### config.mk
export PLATFORM = sky130hd
export DESIGN_NAME = control_sequencer
export DESIGN_NICKNAME = d
export VERILOG_FILES = /design/src/rtl/ctrl_pkg.sv /design/src/rtl/ctrl_decode.sv /design/src/rtl/control_sequencer.sv
export SDC_FILE = /design/constraint.sdc
export NUM_CORES = 1
export LEC_CHECK = 0
export CAP_MARGIN = 20
export CORE_ASPECT_RATIO = 1.25
export CORE_MARGIN = 4
export CORE_UTILIZATION = 38
export DETAILED_ROUTE_END_ITERATION = 8
export GPL_TIMING_DRIVEN = 0
export MAX_ROUTING_LAYER = met4
export PLACE_DENSITY = 0.91
export SLEW_MARGIN = 20
export SYNTH_ARGS = -nofsm -noshare
export SYNTH_HDL_FRONTEND = slang
export SYNTH_HIERARCHICAL = 1
export SYNTH_SLANG_ARGS = --single-unit
### constraint.sdc
create_clock -name clk -period 4.7 [get_ports clk]
set_clock_uncertainty 0.2 [all_clocks]
set_input_delay 1.175 -clock clk [delete_from_list [all_inputs] [get_ports clk]]
set_output_delay 1.175 -clock clk [all_outputs]
set_load 0.005 [all_outputs]
### src/rtl/ctrl_pkg.sv
// Shared constants for the hardwired control sequencer: opcodes, FSM states,
// control-bus bit positions and the instruction-length lookup.
package ctrl_pkg;

  localparam logic [5:0] ALU_ADD = 6'd3;

  localparam logic [4:0] OP_LD   = 5'b00000;
  localparam logic [4:0] OP_LDI  = 5'b00001;
  localparam logic [4:0] OP_ST   = 5'b00010;
  localparam logic [4:0] OP_ADD  = 5'b00011;
  localparam logic [4:0] OP_ROL  = 5'b01011;
  localparam logic [4:0] OP_ADDI = 5'b01100;
  localparam logic [4:0] OP_ORI  = 5'b01110;
  localparam logic [4:0] OP_MUL  = 5'b01111;
  localparam logic [4:0] OP_DIV  = 5'b10000;
  localparam logic [4:0] OP_NEG  = 5'b10001;
  localparam logic [4:0] OP_NOT  = 5'b10010;
  localparam logic [4:0] OP_BR   = 5'b10011;
  localparam logic [4:0] OP_JR   = 5'b10100;
  localparam logic [4:0] OP_JAL  = 5'b10101;
  localparam logic [4:0] OP_IN   = 5'b10110;
  localparam logic [4:0] OP_OUT  = 5'b10111;
  localparam logic [4:0] OP_MFHI = 5'b11000;
  localparam logic [4:0] OP_MFLO = 5'b11001;
  localparam logic [4:0] OP_NOP  = 5'b11010;
  localparam logic [4:0] OP_HALT = 5'b11011;

  typedef enum logic [3:0] {
    S_RST, S_T0, S_T1, S_T2, S_T3, S_T4, S_T5, S_T6, S_T7, S_HALT
  } state_e;

  localparam int RE_HI  = 16;
  localparam int RE_LO  = 17;
  localparam int RE_ZH  = 18;
  localparam int RE_ZL  = 19;
  localparam int RE_PC  = 20;
  localparam int RE_IR  = 21;
  localparam int RE_MDR = 22;
  localparam int RE_MAR = 23;
  localparam int RE_Y   = 24;

  localparam int BS_HI  = 16;
  localparam int BS_LO  = 17;
  localparam int BS_ZH  = 18;
  localparam int BS_ZL  = 19;
  localparam int BS_PC  = 20;
  localparam int BS_MDR = 21;
  localparam int BS_IN  = 22;
  localparam int BS_C   = 23;

  function automatic logic is_alu_rr(input logic [4:0] op);
    return (op >= OP_ADD) && (op <= OP_ROL);
  endfunction

  function automatic logic is_alu_imm(input logic [4:0] op);
    return (op >= OP_ADDI) && (op <= OP_ORI);
  endfunction

  // Final T-step of each instruction; nop and undefined opcodes end at T2.
  function automatic state_e last_step(input logic [4:0] op);
    state_e s;
    s = S_T2;
    if (is_alu_rr(op) || is_alu_imm(op) || op == OP_LDI) s = S_T5;
    else if (op == OP_LD || op == OP_ST) s = S_T7;
    else if (op == OP_MUL || op == OP_DIV || op == OP_BR) s = S_T6;
    else if (op == OP_NEG || op == OP_NOT || op == OP_JAL) s = S_T4;
    else if (op == OP_JR || op == OP_IN || op == OP_OUT ||
             op == OP_MFHI || op == OP_MFLO) s = S_T3;
    return s;
  endfunction

endpackage

### src/rtl/ctrl_decode.sv
// Per-state output decode: maps (T-step, opcode, con) to the datapath
// control strobes. Purely combinational.
module ctrl_decode #(
  parameter logic [5:0] ALU_ADD = 6'd3
) (
  input  logic [3:0]  state,
  input  logic [4:0]  opcode,
  input  logic        con,
  output logic [31:0] reg_enable,
  output logic [31:0] bus_sel,
  output logic [5:0]  ALU_Sel,
  output logic        read,
  output logic        write,
  output logic        incPC,
  output logic        conIn,
  output logic        outport_en,
  output logic        Gra,
  output logic        Grb,
  output logic        Grc,
  output logic        Rin,
  output logic        Rout,
  output logic        BAout,
  output logic        run
);
  import ctrl_pkg::*;

  logic z_ld;
  logic alu_step;
  logic rr_or_imm;

  always_comb begin
    reg_enable = '0;
    bus_sel    = '0;
    ALU_Sel    = '0;
    read       = 1'b0;
    write      = 1'b0;
    incPC      = 1'b0;
    conIn      = 1'b0;
    outport_en = 1'b0;
    Gra        = 1'b0;
    Grb        = 1'b0;
    Grc        = 1'b0;
    Rin        = 1'b0;
    Rout       = 1'b0;
    BAout      = 1'b0;
    run        = 1'b1;
    z_ld       = 1'b0;
    alu_step   = 1'b0;
    rr_or_imm  = is_alu_rr(opcode) || is_alu_imm(opcode);

    case (state)
      S_T0: begin
        bus_sel[BS_PC] = 1'b1; reg_enable[RE_MAR] = 1'b1; incPC = 1'b1;
      end
      S_T1: begin
        read = 1'b1; reg_enable[RE_MDR] = 1'b1;
      end
      S_T2: begin
        bus_sel[BS_MDR] = 1'b1; reg_enable[RE_IR] = 1'b1;
      end
      S_T3: begin
        if (rr_or_imm) begin
          Grb = 1'b1; Rout = 1'b1; reg_enable[RE_Y] = 1'b1;
        end else begin
          case (opcode)
            OP_LD, OP_LDI, OP_ST: begin Grb = 1'b1; BAout = 1'b1; reg_enable[RE_Y] = 1'b1; end
            OP_MUL, OP_DIV: begin Gra = 1'b1; Rout = 1'b1; reg_enable[RE_Y] = 1'b1; end
            OP_NEG, OP_NOT: begin Grb = 1'b1; Rout = 1'b1; z_ld = 1'b1; alu_step = 1'b1; end
            OP_BR:   begin Gra = 1'b1; Rout = 1'b1; conIn = 1'b1; end
            OP_JR:   begin Gra = 1'b1; Rout = 1'b1; reg_enable[RE_PC] = 1'b1; end
            OP_JAL:  begin bus_sel[BS_PC] = 1'b1; Grb = 1'b1; Rin = 1'b1; end
            OP_IN:   begin bus_sel[BS_IN] = 1'b1; Gra = 1'b1; Rin = 1'b1; end
            OP_OUT:  begin Gra = 1'b1; Rout = 1'b1; outport_en = 1'b1; end
            OP_MFHI: begin bus_sel[BS_HI] = 1'b1; Gra = 1'b1; Rin = 1'b1; end
            OP_MFLO: begin bus_sel[BS_LO] = 1'b1; Gra = 1'b1; Rin = 1'b1; end
            default: ;
          endcase
        end
      end
      S_T4: begin
        if (is_alu_rr(opcode)) begin
          Grc = 1'b1; Rout = 1'b1; z_ld = 1'b1; alu_step = 1'b1;
        end else if (is_alu_imm(opcode)) begin
          bus_sel[BS_C] = 1'b1; z_ld = 1'b1; alu_step = 1'b1;
        end else begin
          case (opcode)
            OP_LD, OP_LDI, OP_ST: begin bus_sel[BS_C] = 1'b1; z_ld = 1'b1; end
            OP_MUL, OP_DIV: begin Grb = 1'b1; Rout = 1'b1; z_ld = 1'b1; alu_step = 1'b1; end
            OP_NEG, OP_NOT: begin bus_sel[BS_ZL] = 1'b1; Gra = 1'b1; Rin = 1'b1; end
            OP_BR:  begin bus_sel[BS_PC] = 1'b1; reg_enable[RE_Y] = 1'b1; end
            OP_JAL: begin Gra = 1'b1; Rout = 1'b1; reg_enable[RE_PC] = 1'b1; end
            default: ;
          endcase
        end
      end
      S_T5: begin
        if (rr_or_imm || opcode == OP_LDI) begin
          bus_sel[BS_ZL] = 1'b1; Gra = 1'b1; Rin = 1'b1;
        end else begin
          case (opcode)
            OP_LD, OP_ST:   begin bus_sel[BS_ZL] = 1'b1; reg_enable[RE_MAR] = 1'b1; end
            OP_MUL, OP_DIV: begin bus_sel[BS_ZL] = 1'b1; reg_enable[RE_LO] = 1'b1; end
            OP_BR:          begin bus_sel[BS_C] = 1'b1; z_ld = 1'b1; end
            default: ;
          endcase
        end
      end
      S_T6: begin
        case (opcode)
          OP_LD:  begin read = 1'b1; reg_enable[RE_MDR] = 1'b1; end
          OP_ST:  begin Gra = 1'b1; Rout = 1'b1; reg_enable[RE_MDR] = 1'b1; end
          OP_MUL, OP_DIV: begin bus_sel[BS_ZH] = 1'b1; reg_enable[RE_HI] = 1'b1; end
          // Branch target only reaches PC when the latched condition holds.
          OP_BR: if (con) begin bus_sel[BS_ZL] = 1'b1; reg_enable[RE_PC] = 1'b1; end
          default: ;
        endcase
      end
      S_T7: begin
        case (opcode)
          OP_LD: begin bus_sel[BS_MDR] = 1'b1; Gra = 1'b1; Rin = 1'b1; end
          OP_ST: write = 1'b1;
          default: ;
        endcase
      end
      S_HALT: run = 1'b0;
      default: ;
    endcase

    if (z_ld) begin
      reg_enable[RE_ZH] = 1'b1;
      reg_enable[RE_ZL] = 1'b1;
    end
    if (alu_step)  ALU_Sel = {1'b0, opcode};
    else if (z_ld) ALU_Sel = ALU_ADD;
  end

endmodule

### src/rtl/control_sequencer.sv
// Hardwired control unit: T-step state register and next-state logic; the
// per-step control decode lives in ctrl_decode.
module control_sequencer #(
  parameter logic [5:0] ALU_ADD = 6'd3
) (
  input  logic        clk,
  input  logic        clr,
  input  logic [31:0] ir,
  input  logic        con,
  output logic [31:0] reg_enable,
  output logic [31:0] bus_sel,
  output logic [5:0]  ALU_Sel,
  output logic        read,
  output logic        write,
  output logic        incPC,
  output logic        conIn,
  output logic        outport_en,
  output logic        Gra,
  output logic        Grb,
  output logic        Grc,
  output logic        Rin,
  output logic        Rout,
  output logic        BAout,
  output logic        run
);
  import ctrl_pkg::*;

  state_e     state_q, state_d;
  state_e     last;
  logic [4:0] opcode;
  logic       unused_ir;

  assign opcode    = ir[31:27];
  assign unused_ir = ^ir[26:0];

  always_ff @(posedge clk or negedge clr) begin
    if (!clr) state_q <= S_RST;
    else      state_q <= state_d;
  end

  // The T2 decision uses ir as presented during T2.
  always_comb begin
    last    = last_step(opcode);
    state_d = state_q;
    case (state_q)
      S_RST:  state_d = S_T0;
      S_T0:   state_d = S_T1;
      S_T1:   state_d = S_T2;
      S_T2: begin
        if (opcode == OP_HALT)  state_d = S_HALT;
        else if (last == S_T2)  state_d = S_T0;
        else                    state_d = S_T3;
      end
      S_T3:   state_d = (last == S_T3) ? S_T0 : S_T4;
      S_T4:   state_d = (last == S_T4) ? S_T0 : S_T5;
      S_T5:   state_d = (last == S_T5) ? S_T0 : S_T6;
      S_T6:   state_d = (last == S_T6) ? S_T0 : S_T7;
      S_T7:   state_d = S_T0;
      S_HALT: state_d = S_HALT;
      default: state_d = S_RST;
    endcase
  end

  ctrl_decode #(.ALU_ADD(ALU_ADD)) u_decode (
    .state      (state_q),
    .opcode     (opcode),
    .con        (con),
    .reg_enable (reg_enable),
    .bus_sel    (bus_sel),
    .ALU_Sel    (ALU_Sel),
    .read       (read),
    .write      (write),
    .incPC      (incPC),
    .conIn      (conIn),
    .outport_en (outport_en),
    .Gra        (Gra),
    .Grb        (Grb),
    .Grc        (Grc),
    .Rin        (Rin),
    .Rout       (Rout),
    .BAout      (BAout),
    .run        (run)
  );

endmodule

==> results.py, run 1 <==
metrics = {
    "floorplan": {
        "rows": 25,
        "die_h_um": 79.7,
        "initial_core_util_pct": 40.3,
        "core_um2": 3880,
        "die_area_um2": 5210,
        "ios": 117,
        "die_x_um": 65.4,
    },
    "logic_synthesis": {
        "async_flop_share_pct": 100,
        "ys_top_cells_by_count": "buf_4, nand2_1, nand3_1, nor2_1, o21ai_0",
        "synth-seq-cells": 4,
        "synth_edf_count": 0,
        "yosys.area.top_type": "buf_4",
        "syn_area_um2": 1560,
        "yosys_warnings": 6,
        "yosysMostFrequentCell": "buf_4",
        "ys_seq_area_share_pct": 6.41,
        "syn_area_per_cell_um2": 7.37,
        "ys_types": 67,
        "netlist.area_leader.share_pct": 25.5,
        "synth_top_flop_cell": "dfrtp_1",
        "syn_inst": 212,
        "synth_area_leaders": "buf_4, dfrtp_1, buf_6, nand2_1, nand3_1",
    },
    "grt": {
        "grt_antenna_before_repair": 0,
        "grt_overflow": 0,
        "grt_usage_pct": 16.9,
        "grt_pass1_vias": 1562,
        "grt_pass1_wl_um": 7020,
        "grt_max_degree": 17,
    },
    "setup_path": {
        "timing.rr.end": "state_q[0]",
        "ff2ff_setup_slack_ns": 3.09,
        "crit_arrival_ns": 3.10,
        "endpoint": "Gra",
        "slowest_delay_ns": 0.45,
        "critPathMaxFanout": 10,
        "worstRegToRegCells": 4,
        "cp-start-kind": "input pin",
        "setup.worst_path.class": "input pin to output pin",
        "cp_slowest_cell": "clkdlybuf4s50_1",
        "reg2reg_from": "state_q[1]",
        "required_ns": 3.32,
        "crit_chain": "dlygate4sd2_1, buf_6, nand2_1, o21bai_1, o311ai_2, a211o_2, clkdlybuf4s50_1",
        "endpoint_kind": "output pin",
        "startpoint": "ir[28]",
    },
    "detailed_routing": {
        "drc": 0,
        "via_count": 1714,
        "vias_per_cell": 4.80,
        "drt_wl_total_um": 4480,
        "post_drt_wl_per_cell_um": 12.5,
        "postRouteAntennaNets": 0,
        "initialDrtViolationCount": 123,
        "dr.pass1.iters": 4,
    },
    "clock_tree": {
        "clk_path_buf_depth": 2,
        "htreeDepth": 1,
        "cts_tree": "done",
        "clk_pin_slew_ns": 0.03,
        "cts_inserted_buffers": 3,
        "cts_sinks": 4,
        "root_buffer": "clkbuf_8",
        "clk_latency_ns": 0.22,
    },
    "timing": {
        "rsz0062_at_grt": "false",
        "fin_tns_setup_ns": 0,
        "maxSlewHeadroom_pct": 48.4,
        "period_needed_ns": 4.48,
        "hold_viol_final": 0,
        "fmax_ghz": 0.223,
        "timing.hold.ws_ns": 0.475,
        "drv_slew": 0,
        "worst_slew_pin_slew_ns": 0.772,
        "setup-violations-final": 0,
        "min_period_over_period_pct": 95.3,
    },
    "placement": {
        "dp_hpwl_um": 3600,
        "globalplace.congestion": 0.980,
        "port_buffers": 41,
        "dp.cells": 354,
    },
    "power": {
        "vdd_drop_max_mv": 0.211,
        "p_total_w": 0.000611,
        "p_per_area_nw_per_um2": 268,
        "leakage_nw": 1.06,
    },
    "final_layout": {
        "top_regs": "state_q (4)",
        "n_antenna_cell": 0,
        "largest_reg_flops": 4,
        "drive_gt1_share_pct": 28.7,
        "utilization_pct": 58.9,
        "final_nets": 340,
        "instances_no_fill": 357,
        "regMostFlops": "state_q",
        "syn_to_final_growth_pct": 46.1,
    },
    "run": {
        "maxCapViolations": 0,
    },
    "status": {
        "status": "complete, no violations",
    },
    "min_path": {
        "hold_class": "register to register",
    },
}
==> layer usage <==
metal | GRT usage [%] | wire length (µm) | vias up
li1 | - | - | 859
met1 | 19.1 | 1780 | 754
met2 | 31.5 | 2330 | 95
met3 | 0.704 | 304 | 6
met4 | 5.81 | 61 | 0
met5 | - | 0 | -
==> worst min path at each step <==
stage | startpoint | end | slack (ns) | cells past startpoint
after floorplan | state_q[2] | state_q[1] | 0.37 | 1
after global placement | state_q[2] | state_q[1] | 0.45 | 1
after detailed placement | state_q[3] | state_q[1] | 0.47 | 1
after CTS | state_q[2] | state_q[1] | 0.47 | 1
after global routing | state_q[0] | state_q[3] | 0.50 | 1
final | state_q[0] | state_q[3] | 0.47 | 1
==> cell usage in the layout (no fill, tap or decap), types with 4 or more instances in the layout <==
| master | instances |
|---|---|
| dlygate4sd2_1 | 4 |
| inv_1 | 7 |
| nand2_1 | 14 |
| dfrtp_1 | 4 |
| a21oi_1 | 6 |
| nor3_1 | 6 |
| nor2_1 | 9 |
| nor2b_1 | 5 |
| clkdlybuf4s50_1 | 36 |
| buf_6 | 5 |
| buf_4 | 53 |
| clkbuf_8 | 5 |
| nand3_1 | 9 |
| and3_1 | 4 |
| conb_1 | 48 |
| o21ai_0 | 8 |
| nand4_1 | 4 |
==> final cells by class <==
class,count,area [µm²]
multi-input combinational,185,1150
timing repair buffer,41,400
sequential,4,100
tap,54,67.6
buffer,63,500
clock buffer,3,41.3
fill,368,1600
inverter,7,26.3
==> worst max-delay path, delay by kind of cell <==
kind | cells | cell delay (ns)
AND/OR/NAND/NOR | 1 | 0.20
buffers and inverters | 3 | 1.02
AO/OA/AOI/OAI | 3 | 0.70
==> report_power, final <==
| part | switching [W] | internal [W] |
|---|---|---|
| clock network | 0.0000171 | 0.0000545 |
| logic | 0.000192 | 0.000246 |
| registers | 0.0000507 | 0.0000504 |
| total | 0.000260 | 0.000351 |
==> cell families (layout without fill, tap and decap cells) <==
| group | count (synthesis) | in the layout | share of synthesized area [%] |
|---|---|---|---|
| AOI/OAI and AO/OA | 49 | 49 | 23.5 |
| xor gates and xnor gates | 3 | 3 | 1.68 |
| buffers and inverters | 70 | 114 | 33.7 |
| DFF | 4 | 4 | 6.41 |
| muxes | 1 | 1 | 0.641 |
| other | 1 | 48 | 0.240 |
| and+or+nand+nor | 84 | 84 | 33.9 |
==> timing repair <==
| action | CTS | global route |
|---|---|---|
| endpoints found under the setup margin | 8 | 2 |
| resized for setup | 10 | 2 |
| pin swaps | 0 | 0 |
| hold endpoints to repair | 0 | 0 |
| hold buffers | 0 | 0 |
| buffers inserted | 0 | 0 |
==> metrics by stage <==
stage / setup slack [ns] / instance area [µm²]
3_5_place_dp: -0.283 / 2220
2_1_floorplan: 1.20 / 1740
6_report: 0.220 / 2280
4_1_cts: 0.0403 / 2290
5_1_grt: 0.108 / 2280
3_3_place_gp: -0.356 / 2220
(Power assumes the default switching activity.)
==> run 2, diff against run 1 <==
--- a/config.mk
+++ b/config.mk
@@ -5,9 +5,9 @@
 export SDC_FILE = /design/constraint.sdc
 export NUM_CORES = 1
 export LEC_CHECK = 0
-export CAP_MARGIN = 20
+export CAP_MARGIN = 25
 export CORE_ASPECT_RATIO = 1.25
-export CORE_MARGIN = 4
+export CORE_MARGIN = 2
 export CORE_UTILIZATION = 38
 export DETAILED_ROUTE_END_ITERATION = 8
 export GPL_TIMING_DRIVEN = 0
==> results.py, run 2 (same netlist as run 1, synthesis figures left out) <==
metrics = {
    "status": {
        "status": "complete, no violations",
    },
    "final_layout": {
        "final_nets": 340,
        "utilization_pct": 56.8,
        "syn_to_final_growth_pct": 46.5,
        "fillers": 410,
        "final_common_cell": "buf_4",
        "instances_no_fill": 359,
        "largest_reg_flops": 4,
        "n_antenna_cell": 0,
        "layout_common_cells": "buf_4, conb_1, clkdlybuf4s50_1",
        "regMostFlops": "state_q",
        "top_regs": "state_q (4)",
        "drive_gt1_share_pct": 28.4,
    },
    "clock_tree": {
        "post_cts_resized": 10,
        "cts_tree": "done",
        "clk_path_buf_depth": 2,
        "clk_latency_ns": 0.21,
        "clk_pin_slew_ns": 0.03,
        "ctsHoldBuffers": 0,
        "htreeDepth": 1,
        "root_buffer": "clkbuf_8",
        "postCtsSetupRepairBufs": 0,
        "cts_inserted_buffers": 3,
        "cts_sinks": 4,
    },
    "setup_path": {
        "path_buf_inv": 2,
        "cp-start-kind": "input pin",
        "worstRegToRegCells": 4,
        "required_ns": 3.32,
        "crit_chain": "dlygate4sd2_1, nand2b_1, o21ai_0, a32o_1, a211o_2, clkdlybuf4s50_1",
        "critPathMaxFanout": 14,
        "cp_slowest_cell": "dlygate4sd2_1",
        "endpoint": "Gra",
        "reg2reg_from": "state_q[1]",
        "path_delay_family": "buffers and inverters",
        "startpoint": "ir[30]",
        "endpoint_kind": "output pin",
        "ff2ff_setup_slack_ns": 3.11,
        "timing.rr.end": "state_q[0]",
        "crit_arrival_ns": 3.28,
        "crit_cells": 6,
        "setup.worst_path.class": "input pin to output pin",
        "slowest_delay_ns": 0.57,
    },
    "timing": {
        "rsz0062_at_grt": "true",
        "hold_viol_final": 0,
        "worst_slew_pin_slew_ns": 0.741,
        "final.setup.worst_slack_ns": 0.0481,
        "period_needed_ns": 4.65,
        "setup-violations-final": 0,
        "maxSlewHeadroom_pct": 50.5,
        "drv_slew": 0,
        "min_period_over_period_pct": 99.0,
        "fmax_ghz": 0.215,
    },
    "detailed_routing": {
        "initialDrtViolationCount": 98,
        "via_count": 1750,
        "drc": 0,
        "postRouteAntennaNets": 0,
        "vias_per_cell": 4.87,
        "drt_wl_total_um": 4420,
        "dr.pass1.iters": 4,
        "post_drt_wl_per_cell_um": 12.3,
    },
    "grt": {
        "grt_usage_pct": 19.5,
        "grt_pass1_vias": 1549,
        "grt_overflow": 0,
        "grt_antenna_before_repair": 0,
        "grt_max_degree": 17,
        "grt_pass1_wl_um": 6840,
    },
    "power": {
        "internal_power_w": 0.000351,
        "vdd_drop_max_mv": 0.215,
        "clock_power_share_pct": 11.4,
        "p_per_area_nw_per_um2": 267,
        "p_switching_w": 0.000259,
        "p_sw_share_pct": 42.5,
        "pwr-share-comb_pct": 72.2,
        "leakage_nw": 1.06,
        "power.share.sequential_pct": 16.4,
    },
    "placement": {
        "dp_slack_ns": -0.161,
        "dp_hpwl_um": 3530,
        "dp.cells": 356,
        "globalplace.congestion": 0.932,
        "port_buffers": 41,
    },
    "floorplan": {
        "die_area_um2": 4640,
        "core_um2": 4030,
        "die_h_um": 75.7,
        "die_x_um": 61.4,
        "ios": 117,
        "initial_core_util_pct": 38.7,
        "rows": 26,
    },
    "min_path": {
        "hold_class": "register to register",
    },
    "run": {
        "maxCapViolations": 0,
    },
}
## run 2: cell types whose count changed in the layout (fill, tap and decap cells not counted), sizes merged
cell and delta:
clkbuf -1, dlygate4sd2 +1
## run 2: worst min-delay path by stage
| stage | from | endpoint | slack [ns] | cells after the start |
|---|---|---|---|---|
| floorplan | state_q[2] | state_q[1] | 0.37 | 1 |
| global placement | state_q[2] | state_q[1] | 0.45 | 1 |
| detailed placement | state_q[2] | state_q[1] | 0.46 | 1 |
| CTS | state_q[2] | state_q[1] | 0.47 | 1 |
| global route | state_q[2] | state_q[1] | 0.52 | 1 |
| finish | state_q[2] | state_q[1] | 0.47 | 1 |
## run 2: metrics by stage
| stage | total power (W) | setup TNS [ns] | cell area, µm² | hold slack [ns] |
|---|---|---|---|---|
| after global placement | 0.000522 | -0.804 | 2220 | 0.449 |
| after floorplan | 0.000365 | 0 | 1740 | 0.371 |
| final | 0.000611 | 0 | 2290 | 0.467 |
| after detailed placement | 0.000535 | -0.868 | 2220 | 0.461 |
| after CTS | 0.000609 | 0 | 2290 | 0.467 |
| after global routing | 0.000666 | -0.0574 | 2290 | 0.520 |
## run 2: power by group through the flow
stage	registers, W	logic (W)	clock network [W]
2_1_floorplan	0.0000856	0.000280	0
3_3_place_gp	0.0000968	0.000425	0
3_5_place_dp	0.0000997	0.000435	0
4_1_cts	0.0000997	0.000439	0.0000702
5_1_grt	0.000109	0.000483	0.0000739
6_report	0.000100	0.000441	0.0000695
## run 2: layer usage
| layer | up-vias | GRT usage, % | share of wire [%] |
|---|---|---|---|
| met5 | - | - | 0 |
| met4 | 0 | 7.80 | 3.7 |
| met3 | 16 | 1.02 | 7.7 |
| met2 | 101 | 35.9 | 52 |
| met1 | 777 | 21.4 | 36 |
| li1 | 856 | - | - |
## run 2: worst register-to-register path: stages (launching register included)
cell      delay (ns)
dfrtp_1         0.53
or2_2           0.36
nor2_1          0.18
a31oi_1         0.07
o311ai_1        0.13
## run 2: final cells by class
type                    count  area, µm²  share of cell area (%)
inverters                   7       26.3                    1.15
multi-input cells         185       1150                    50.1
clock buffers               3       41.3                    1.80
repair buffers             41        404                    17.7
flip-flops and latches      4        100                    4.37
well taps                  56       70.1                    3.06
plain buffers              63        500                    21.9
